$ cat config.mk
export PLATFORM = sky130hd
export DESIGN_NAME = tdm_demux8
export DESIGN_NICKNAME = d
export VERILOG_FILES = /design/src/rtl/tdm_demux8.sv
export SDC_FILE = /design/constraint.sdc
export NUM_CORES = 1
export LEC_CHECK = 0
export ABC_AREA = 1
export CAP_MARGIN = 15
export CORE_MARGIN = 2
export CORE_UTILIZATION = 50
export DETAILED_ROUTE_END_ITERATION = 7
export PLACE_DENSITY = 0.73
export SLEW_MARGIN = 20
export SYNTH_ARGS = -nofsm -noshare
export SYNTH_HDL_FRONTEND = slang
export SYNTH_SLANG_ARGS = --single-unit
$ cat constraint.sdc
create_clock -name clk -period 1.6 [get_ports clk]
set_input_delay 0.48 -clock clk [delete_from_list [all_inputs] [get_ports clk]]
set_output_delay 0.48 -clock clk [all_outputs]
set_load 0.02 [all_outputs]
$ cat src/rtl/tdm_demux8.sv
// Serial TDM frame demultiplexer: N slots per frame, marker-based framing, one-clock output latency.
// Optional macro TDM_DEMUX_SYNC_ERR_EN enables the sync_err framing-error pulse (tied to 0 otherwise).
module tdm_demux8 #(
  parameter int N = 8
) (
  input  logic         clk,
  input  logic         rst,
  input  logic         din,
  input  logic         fsync,
  input  logic         en,
  output logic [N-1:0] dout,
  output logic         dout_valid,
  output logic         locked,
  output logic         sync_err
);

  localparam int CW = (N > 1) ? $clog2(N) : 1;
  localparam logic [CW-1:0] LAST = CW'(N - 1);

  typedef enum logic {
    HUNT = 1'b0,
    RUN  = 1'b1
  } state_t;

  state_t          state, state_nx;
  logic [CW-1:0]   cnt, cnt_nx;
  logic [N-1:0]    shadow, shadow_nx;
  logic [N-1:0]    dout_nx;
  logic            valid_nx;

  // NOTE: every variable gets its hold value before any branch, so no path can infer a latch.
  always_comb begin
    state_nx  = state;
    cnt_nx    = cnt;
    shadow_nx = shadow;
    dout_nx   = dout;
    valid_nx  = 1'b0;
    if (en) begin
      unique case (state)
        HUNT: begin
          if (fsync) begin
            shadow_nx[0] = din;
            cnt_nx       = CW'(1);
            state_nx     = RUN;
          end
        end
        RUN: begin
          if (fsync) begin
            // On-time or early marker: either way this slot starts a new frame.
            shadow_nx[0] = din;
            cnt_nx       = CW'(1);
          end else if (cnt == '0) begin
            state_nx = HUNT;
          end else if (cnt == LAST) begin
            dout_nx  = {din, shadow[N-2:0]};
            valid_nx = 1'b1;
            cnt_nx   = '0;
          end else begin
            shadow_nx[cnt] = din;
            cnt_nx         = cnt + 1'b1;
          end
        end
        default: state_nx = HUNT;
      endcase
    end
  end

  // NOTE: state updates use non-blocking assignments so all registers see pre-edge values.
  always_ff @(posedge clk) begin
    if (rst) begin
      state      <= HUNT;
      cnt        <= '0;
      // NOTE: the shadow frame buffer is cleared on reset so no stale partial frame survives it.
      shadow     <= '0;
      dout       <= '0;
      dout_valid <= 1'b0;
    end else begin
      state      <= state_nx;
      cnt        <= cnt_nx;
      shadow     <= shadow_nx;
      dout       <= dout_nx;
      dout_valid <= valid_nx;
    end
  end

  assign locked = (state == RUN);

`ifdef TDM_DEMUX_SYNC_ERR_EN
  logic err_nx;

  // Missing marker at slot 0, or a marker arriving mid-frame.
  assign err_nx = en && (state == RUN) && (fsync ? (cnt != '0) : (cnt == '0));

  always_ff @(posedge clk) begin
    if (rst) begin
      sync_err <= 1'b0;
    end else begin
      sync_err <= err_nx;
    end
  end
`else
  assign sync_err = 1'b0;
`endif

endmodule

### Yosys cells after proc, flatten, opt, wreduce, memory -nomap -nowiden

Index checks and enable logic that the tools add are counted.

* word-level logic and storage cells: 43
* bits in registers: 21

* reduce and logical (&&, ||, !) cells: 7
* equality and inequality tests: 4
* bitwise gates (word level): 5
* magnitude comparators: 2
* add/sub/neg operators: 1
* mux-type cells: 18

Operators by type and width (count)
* 3-bit two-way mux: 4
* 5-bit AND reduction: 2
* 1-bit two-way mux: 9
* 8-bit bitwise mux: 1
* 3-bit != test, second input constant: 2
* 3-bit case mux with 2 select lines: 1
* 1-bit NOT: 5
* 5-bit OR reduction: 1
* 3-bit by 4-bit < comparator with 1-bit output, second input constant: 1
* 1-bit case mux with 2 select lines: 2
* 4-bit AND reduction: 1
* 3-bit by 1-bit adder with 3-bit output, second input constant: 1
* 1-bit demux with 3-bit select: 1
* 3-bit == test, second input constant: 1
* 3-bit by 1-bit greater-or-equal comparator with 1-bit output, second input constant: 1
* 3-bit logical NOT: 1
* 3-bit AND reduction: 1
* 2-bit != test, second input constant: 1
* 1-bit logical AND: 1

### Logic depth before layout (Yosys ltp)

Gate-level depths: netlist of run 1.

* word-level depth: 9
* gate-level depth with buffers: 10
* gate-level depth less buffers: 10

### Worst setup path after synthesis of run 1

OpenSTA, ideal clock, no wires.

* path type: flip-flop to flip-flop
* start point: register cnt[1]
* end point: register shadow[4]
* path buffers: 0
* path slack: 238 ps
* stages on the path, launching flop included: 11
* data arrival time: 1249 ps
* cells stage by stage: dfxtp_1 -> ha_1 -> ha_1 -> inv_1 -> nand2_1 -> inv_1 -> nand3_1 -> nor2_1 -> nand2_1 -> nand2_1 -> nor2_1

* cells in the longest elaborated chain, start to end: 5
* elaborated cells between the ends (all ways): 11
* classes of those cells: 2 x order compare; 1 x eq/ne; 3 x mux; 2 x bitwise; 3 x reduce/logical

Ends and longest elaborated chain
* start, declared: line 26 `logic [CW-1:0] cnt, cnt_nx;`
* start signal, assigned: line 79 `cnt <= cnt_nx;`
* 3-bit by 4-bit < comparator with 1-bit output (implied by the code) or 3-bit by 1-bit greater-or-equal comparator with 1-bit output (tied branches): line 59 `shadow_nx[cnt] = din;`
* 1-bit logical AND (implied by the code): line 59
* 1-bit two-way mux (implied by the code): line 59
* 1-bit demux with 3-bit select: line 59
* 8-bit bitwise mux: line 59
* end signal, assigned: line 80 `shadow <= shadow_nx;`
* end, declared: line 27 `logic [N-1:0] shadow, shadow_nx;`

Several ways; a longest one is shown, not always the timed one.
A chain may end at the register's enable or synchronous reset.

### Final worst setup path of run 1

Ends and elaborated chain as after synthesis.

==> results.toml, run 1 <==
[die]
fp.dieW_um = 47.1
coreArea_um2 = 1750
io_pins = 16
start_util = 0.533
rows = 15
die_y_um = 47.1
die-area_um2 = 2220

[global_routing]
grt_start_max_net_pins = 18
track_usage = 0.182
grt_pass1_wl_um = 2750
antenna_found_initial = 0
grt_pass1_vias = 694
grt_overflow = 0

[worst_setup_path]
cpMaxStageDelayCell = "dfxtp_2"
path_max_fanout = 5
path_common_cell = "nand2_1"
worstSetupEndpointType = "flip-flop"
start_kind = "flip-flop"
path_class = "flip-flop to flip-flop"
cp_slowest_stage_delay_ps = 360
path_cells = "ha_1 > ha_1 > inv_1 > nand2_1 > inv_1 > nand3_1 > nor2_2 > nand2_1 > nand2_1 > nor2_1"
crit_arrival_ps = 1710
required_ps = 1820
cp_top_family = "simple AND/OR/NAND/NOR gates"
cp_num_buf_inv = 2

[routing]
vias_per_cell = 4.80
drc = 0
dr.pass1.iters = 4
finalWirelength_um = 1730
drt-initial-drc-count = 12
wl_per_cell_um = 9.85
vias = 844
ant_nets = 0

[sta]
setup_ws_ps = 111
setup_viol = 0
fmax_mhz = 671
finalSetupTns_ps = 0
slew_viol_final = 0
hold_violations = 0
skew_ps = 11.7
min_period_over_period = 0.931
rsz0062_at_grt = "yes"
fin_crit_ps = 1490

[status]
status = "completed"

[yosys]
yosysUniqueCellTypes = 19
yosys.area_share.simple = 0.334
synth_edf_count = 0
yosysTopAreaCell = "dfxtp_1"
synth_top_family_by_area = "simple AND/OR/NAND/NOR gates"
ys.warnings.count = 0
synth_nets = 137
synthAdderAreaFrac = 0.0404
ys_ff_latch = 20
synth_top_area_share = 0.431
synthTopCellsByCount = "nor2_1 (34), dfxtp_1 (20), nand2_1 (20)"
synthCells = 129
seq_area_frac_synth = 0.431
synth.area.mux_share = 0
synth_xor_area_frac = 0
syn_area_um2 = 930
synthFlopType = "dfxtp_1"
synth_compound_area_frac = 0.125
avgSynthCellArea_um2 = 7.21
synthTopCellsByArea = "dfxtp_1 (43%), nor2_1 (14%), nand2_1 (8.1%), o21ai_0 (7.0%), ha_1 (4.0%)"
yosysMostFrequentCell = "nor2_1"
async_reset_ff_frac = 0

[power_and_ir_drop]
net-switching-power_mw = 0.238
leakage_nw = 0.556
power.density_nw_per_um2 = 788
ir_worst_vdd_v = 0.000511
power_mw = 0.932
combinationalPowerShare = 0.129
clkPwrFrac = 0.317
internal_power_mw = 0.694
pwr-share-seq = 0.554
sw_frac_of_total = 0.255

[clock_network]
clock_path_buffers = 2
cts_setup_buffers = 0
cts_tree = "done"
clk_latency_ps = 310
cts_sinks = 20
htreeDepth = 1
clk_pin_slew_worst_paths_ps = 120
root_buffer = "clkbuf_4"
hold_buffers = 0
cts_inserted_buffers = 3

[place]
gp_congestion = 0.909
dp_hpwl_um = 1300
place_ws_ps = -144
io_buffer_count = 14

[job]
cap_violations = 0

[cells_and_area]
ff_latch_area_um2 = 402
diodes = 0
final.fill_count = 160
final_nets = 160
drive_gt1_frac = 0.152
area_delta_synth_final_pct = 27.2
multi_input_area_um2 = 478

[min_path]
hold_path_class = "flip-flop to flip-flop"
[worst paths after layout]
path | cells after the start | endpoint | slack, ps | startpoint
worst max-delay path | 10 | shadow[4] | 110 | cnt[1]
worst min-delay path | 2 | dout[1] | 480 | dout[1]
worst min register to register | 2 | dout[1] | 480 | dout[1]
worst max register to register | 10 | shadow[4] | 110 | cnt[1]
[area by class of cell]
cell class,instances,area share
clock buffer,4,0.0307
inverter,12,0.0423
multi-input combinational,95,0.404
sequential,20,0.340
tap,25,0.0265
timing repair buffer,20,0.157
[power by group through the flow]
stage	combinational, mW	clock, mW	sequential (mW)
after floorplan	0.0742	0	0.529
after global placement	0.117	0	0.527
after detailed placement	0.119	0	0.527
after CTS	0.118	0.305	0.515
after global routing	0.134	0.325	0.518
final	0.120	0.296	0.516
[metal layers]
metal | part of all wire | vias to the layer above | track usage | wire (um)
met5 | 0 | - | 0 | 0
met4 | 0.025 | 0 | 0.100 | 44
met3 | 0.041 | 5 | 0.0462 | 71
met2 | 0.46 | 17 | 0.321 | 803
met1 | 0.47 | 364 | 0.199 | 814
li1 | - | 458 | - | -
[tightest hold or removal path, delay by kind of cell, from the launching register on]
kind / cells / cell delay (ps)
simple gates: 2 / 120
flops: 1 / 330
[flip-flops by register name, summed over array words and instances, names as in the netlist]
| name | cells |
|---|---|
| dout_valid | 1 |
| locked | 1 |
| shadow | 7 |
| cnt | 3 |
| dout | 8 |
[what timing repair did]
action,4_1_cts,5_1_grt
endpoints found under the hold margin,0,0
resized for setup,10,7
setup endpoints to repair,10,12
[per-stage QoR]
stage / hold slack (ps) / cell area [um^2] / instances / util
after floorplan: 446 / 930 / 129 / -
after detailed placement: 464 / 1150 / 172 / 0.657
after global placement: 460 / 1150 / 172 / 0.657
after CTS: 491 / 1170 / 176 / 0.671
after global routing: 511 / 1180 / 176 / 0.677
final: 482 / 1180 / 176 / 0.677
[cell families after synthesis]
group           Yosys count
other cells               1
compound gates           21
buf+inv                  14
flops                    20
fa+ha+maj                 3
simple gates             70
[placed cells by master (no fill, tap or decap), drive strengths merged]
| cell | synthesis | final |
|---|---|---|
| ha | 3 | 3 |
| clkinv | 1 | 1 |
| o21ai | 13 | 13 |
| nand4 | 1 | 1 |
| nor2 | 36 | 36 |
| buf | 1 | 6 |
| inv | 11 | 11 |
| conb | 1 | 1 |
| nand3 | 7 | 7 |
| a21oi | 8 | 8 |
| nand2 | 23 | 23 |
| nor3 | 3 | 3 |
| clkbuf | 1 | 4 |
| clkdlybuf4s50 | 0 | 4 |
| dlygate4sd2 | 0 | 10 |
| dfxtp | 20 | 20 |
(Power assumes the default switching activity.)
==> run 2: changes to the inputs <==
--- a/config.mk
+++ b/config.mk
@@ -6,7 +6,6 @@
 export NUM_CORES = 1
 export LEC_CHECK = 0
 export ABC_AREA = 1
-export CAP_MARGIN = 15
 export CORE_MARGIN = 2
 export CORE_UTILIZATION = 50
 export DETAILED_ROUTE_END_ITERATION = 7
==> results of run 2 <==
The final DEF is identical to that of run 1; final timing and power are the same.
==> run 3: changes to the inputs <==
--- a/config.mk
+++ b/config.mk
@@ -7,9 +7,11 @@
 export LEC_CHECK = 0
 export ABC_AREA = 1
 export CORE_MARGIN = 2
-export CORE_UTILIZATION = 50
+export CORE_UTILIZATION = 53
+export CTS_BUF_LIST = sky130_fd_sc_hd__clkbuf_4
 export DETAILED_ROUTE_END_ITERATION = 7
-export PLACE_DENSITY = 0.73
+export MAX_ROUTING_LAYER = met4
+export PLACE_DENSITY = 0.77
 export SLEW_MARGIN = 20
 export SYNTH_ARGS = -nofsm -noshare
 export SYNTH_HDL_FRONTEND = slang
==> results.toml, run 3 (synthesis results as in run 1) <==
[status]
status = "completed"

[cells_and_area]
final_common_cell = "nor2_1"
largest_reg_flops = 8
layout_common_cells = "nor2_1 (33), nand2_1 (20), dfxtp_1 (18), o21ai_0 (12), dlygate4sd2_1 (10)"
regMostFlops = "dout"
final_nets = 163
final.fill_count = 147
drive_gt1_frac = 0.169
top_regs = "dout (8), shadow (7), cnt (3)"
area_delta_synth_final_pct = 28.5
diodes = 0

[global_routing]
track_usage = 0.223
grt_pass1_vias = 786
grt_pass1_wl_um = 3250
grt_overflow = 0
grt_start_max_net_pins = 13
antenna_found_initial = 0

[clock_network]
root_buffer = "clkbuf_4"
clk_pin_slew_worst_paths_ps = 110
clk_latency_ps = 310
cts_tree = "done"
cts_inserted_buffers = 3
cts_sinks = 20
htreeDepth = 1
clock_path_buffers = 2
hold_buffers = 0
cts_setup_buffers = 0

[worst_setup_path]
path_class = "flip-flop to flip-flop"
start_kind = "flip-flop"
reg2reg_depth = 8
worstSetupEndpointType = "flip-flop"
required_ps = 1820
crit_arrival_ps = 1710
path_max_fanout = 5

[routing]
finalWirelength_um = 2020
ant_nets = 0
dr.pass1.iters = 4
vias = 882
drt-initial-drc-count = 11
vias_per_cell = 5.16
wl_per_cell_um = 11.8
drc = 0

[power_and_ir_drop]
ir_worst_vdd_v = 0.000812
net-switching-power_mw = 0.246
sw_frac_of_total = 0.233
combinationalPowerShare = 0.117
pwr-share-seq = 0.490
power.density_nw_per_um2 = 884
internal_power_mw = 0.809
clkPwrFrac = 0.393
leakage_nw = 0.568

[sta]
hold_violations = 0
fmax_mhz = 669
setup_ws_ps = 104
min_period_over_period = 0.935
fin_crit_ps = 1500
rsz0062_at_grt = "yes"
skew_ps = 1.46
slew_viol_final = 0
setup_viol = 0
finalSetupTns_ps = 0

[die]
die-area_um2 = 2100
rows = 15
fp.dieW_um = 45.9
coreArea_um2 = 1690
start_util = 0.550
die_y_um = 45.9
io_pins = 16

[place]
io_buffer_count = 14
place_ws_ps = -142
gp_congestion = 0.909
dp_hpwl_um = 1420

[min_path]
whs_path_depth = 2
hold_path_class = "flip-flop to flip-flop"

[job]
cap_violations = 0
-- run 3: critical path, cell delays in order, from the launching register on --
cell and delay [ps]:
dfxtp_2 370, ha_1 180, ha_2 200, inv_1 60
nand2_1 110, o21ai_0 260, nand3_1 120, nand2_1 70
nor2_1 30
-- run 3: repair_timing --
item | 4_1_cts | 5_1_grt
resized for setup | 10 | 5
setup endpoints to repair | 10 | 15
hold endpoints to repair | 0 | 0
gates cloned | 0 | 0
pin swaps | 0 | 1
-- run 3: power by group through the flow --
| stage | sequential (mW) | combinational (mW) | clock, mW |
|---|---|---|---|
| after detailed placement | 0.527 | 0.121 | 0 |
| final | 0.517 | 0.124 | 0.415 |
| after floorplan | 0.529 | 0.0742 | 0 |
| after CTS | 0.516 | 0.122 | 0.415 |
| after global routing | 0.519 | 0.138 | 0.437 |
| after global placement | 0.527 | 0.117 | 0 |
-- run 3: path summary, 6_finish.rpt --
| kind | from | to | slack [ps] |
|---|---|---|---|
| setup / recovery | cnt[1] | shadow[0] | 100 |
| hold reg to reg | shadow[6] | shadow[6] | 490 |
| setup reg to reg | cnt[1] | shadow[0] | 100 |
| hold / removal | shadow[6] | shadow[6] | 490 |
-- run 3: per-layer routing --
layer / GRT usage / part of all wire
met4: 0.0857 / 0.022
met3: 0.0357 / 0.023
met2: 0.414 / 0.53
met1: 0.228 / 0.43
met5: - / 0
-- run 3: cell type report --
| type | instances | area (um^2) | share of cell area |
|---|---|---|---|
| Inverter | 12 | 50.0 | 0.0419 |
| Clock inverter | 1 | 30.0 | 0.0251 |
| Multi-Input combinational cell | 95 | 473 | 0.396 |
| Clock buffer | 3 | 22.5 | 0.0188 |
| Sequential cell | 20 | 403 | 0.337 |
| Tap cell | 17 | 21.3 | 0.0178 |
| Timing Repair Buffer | 23 | 195 | 0.163 |
-- run 3: per-stage QoR --
step	cells	area (um^2)	total power, mW	utilization	hold slack [ps]
after CTS	171	1190	1.05	0.703	489
after detailed placement	167	1150	0.648	0.679	470
after floorplan	129	930	0.603	-	446
after global placement	167	1150	0.644	0.679	458
final	171	1190	1.06	0.707	487
after global routing	171	1190	1.09	0.707	520
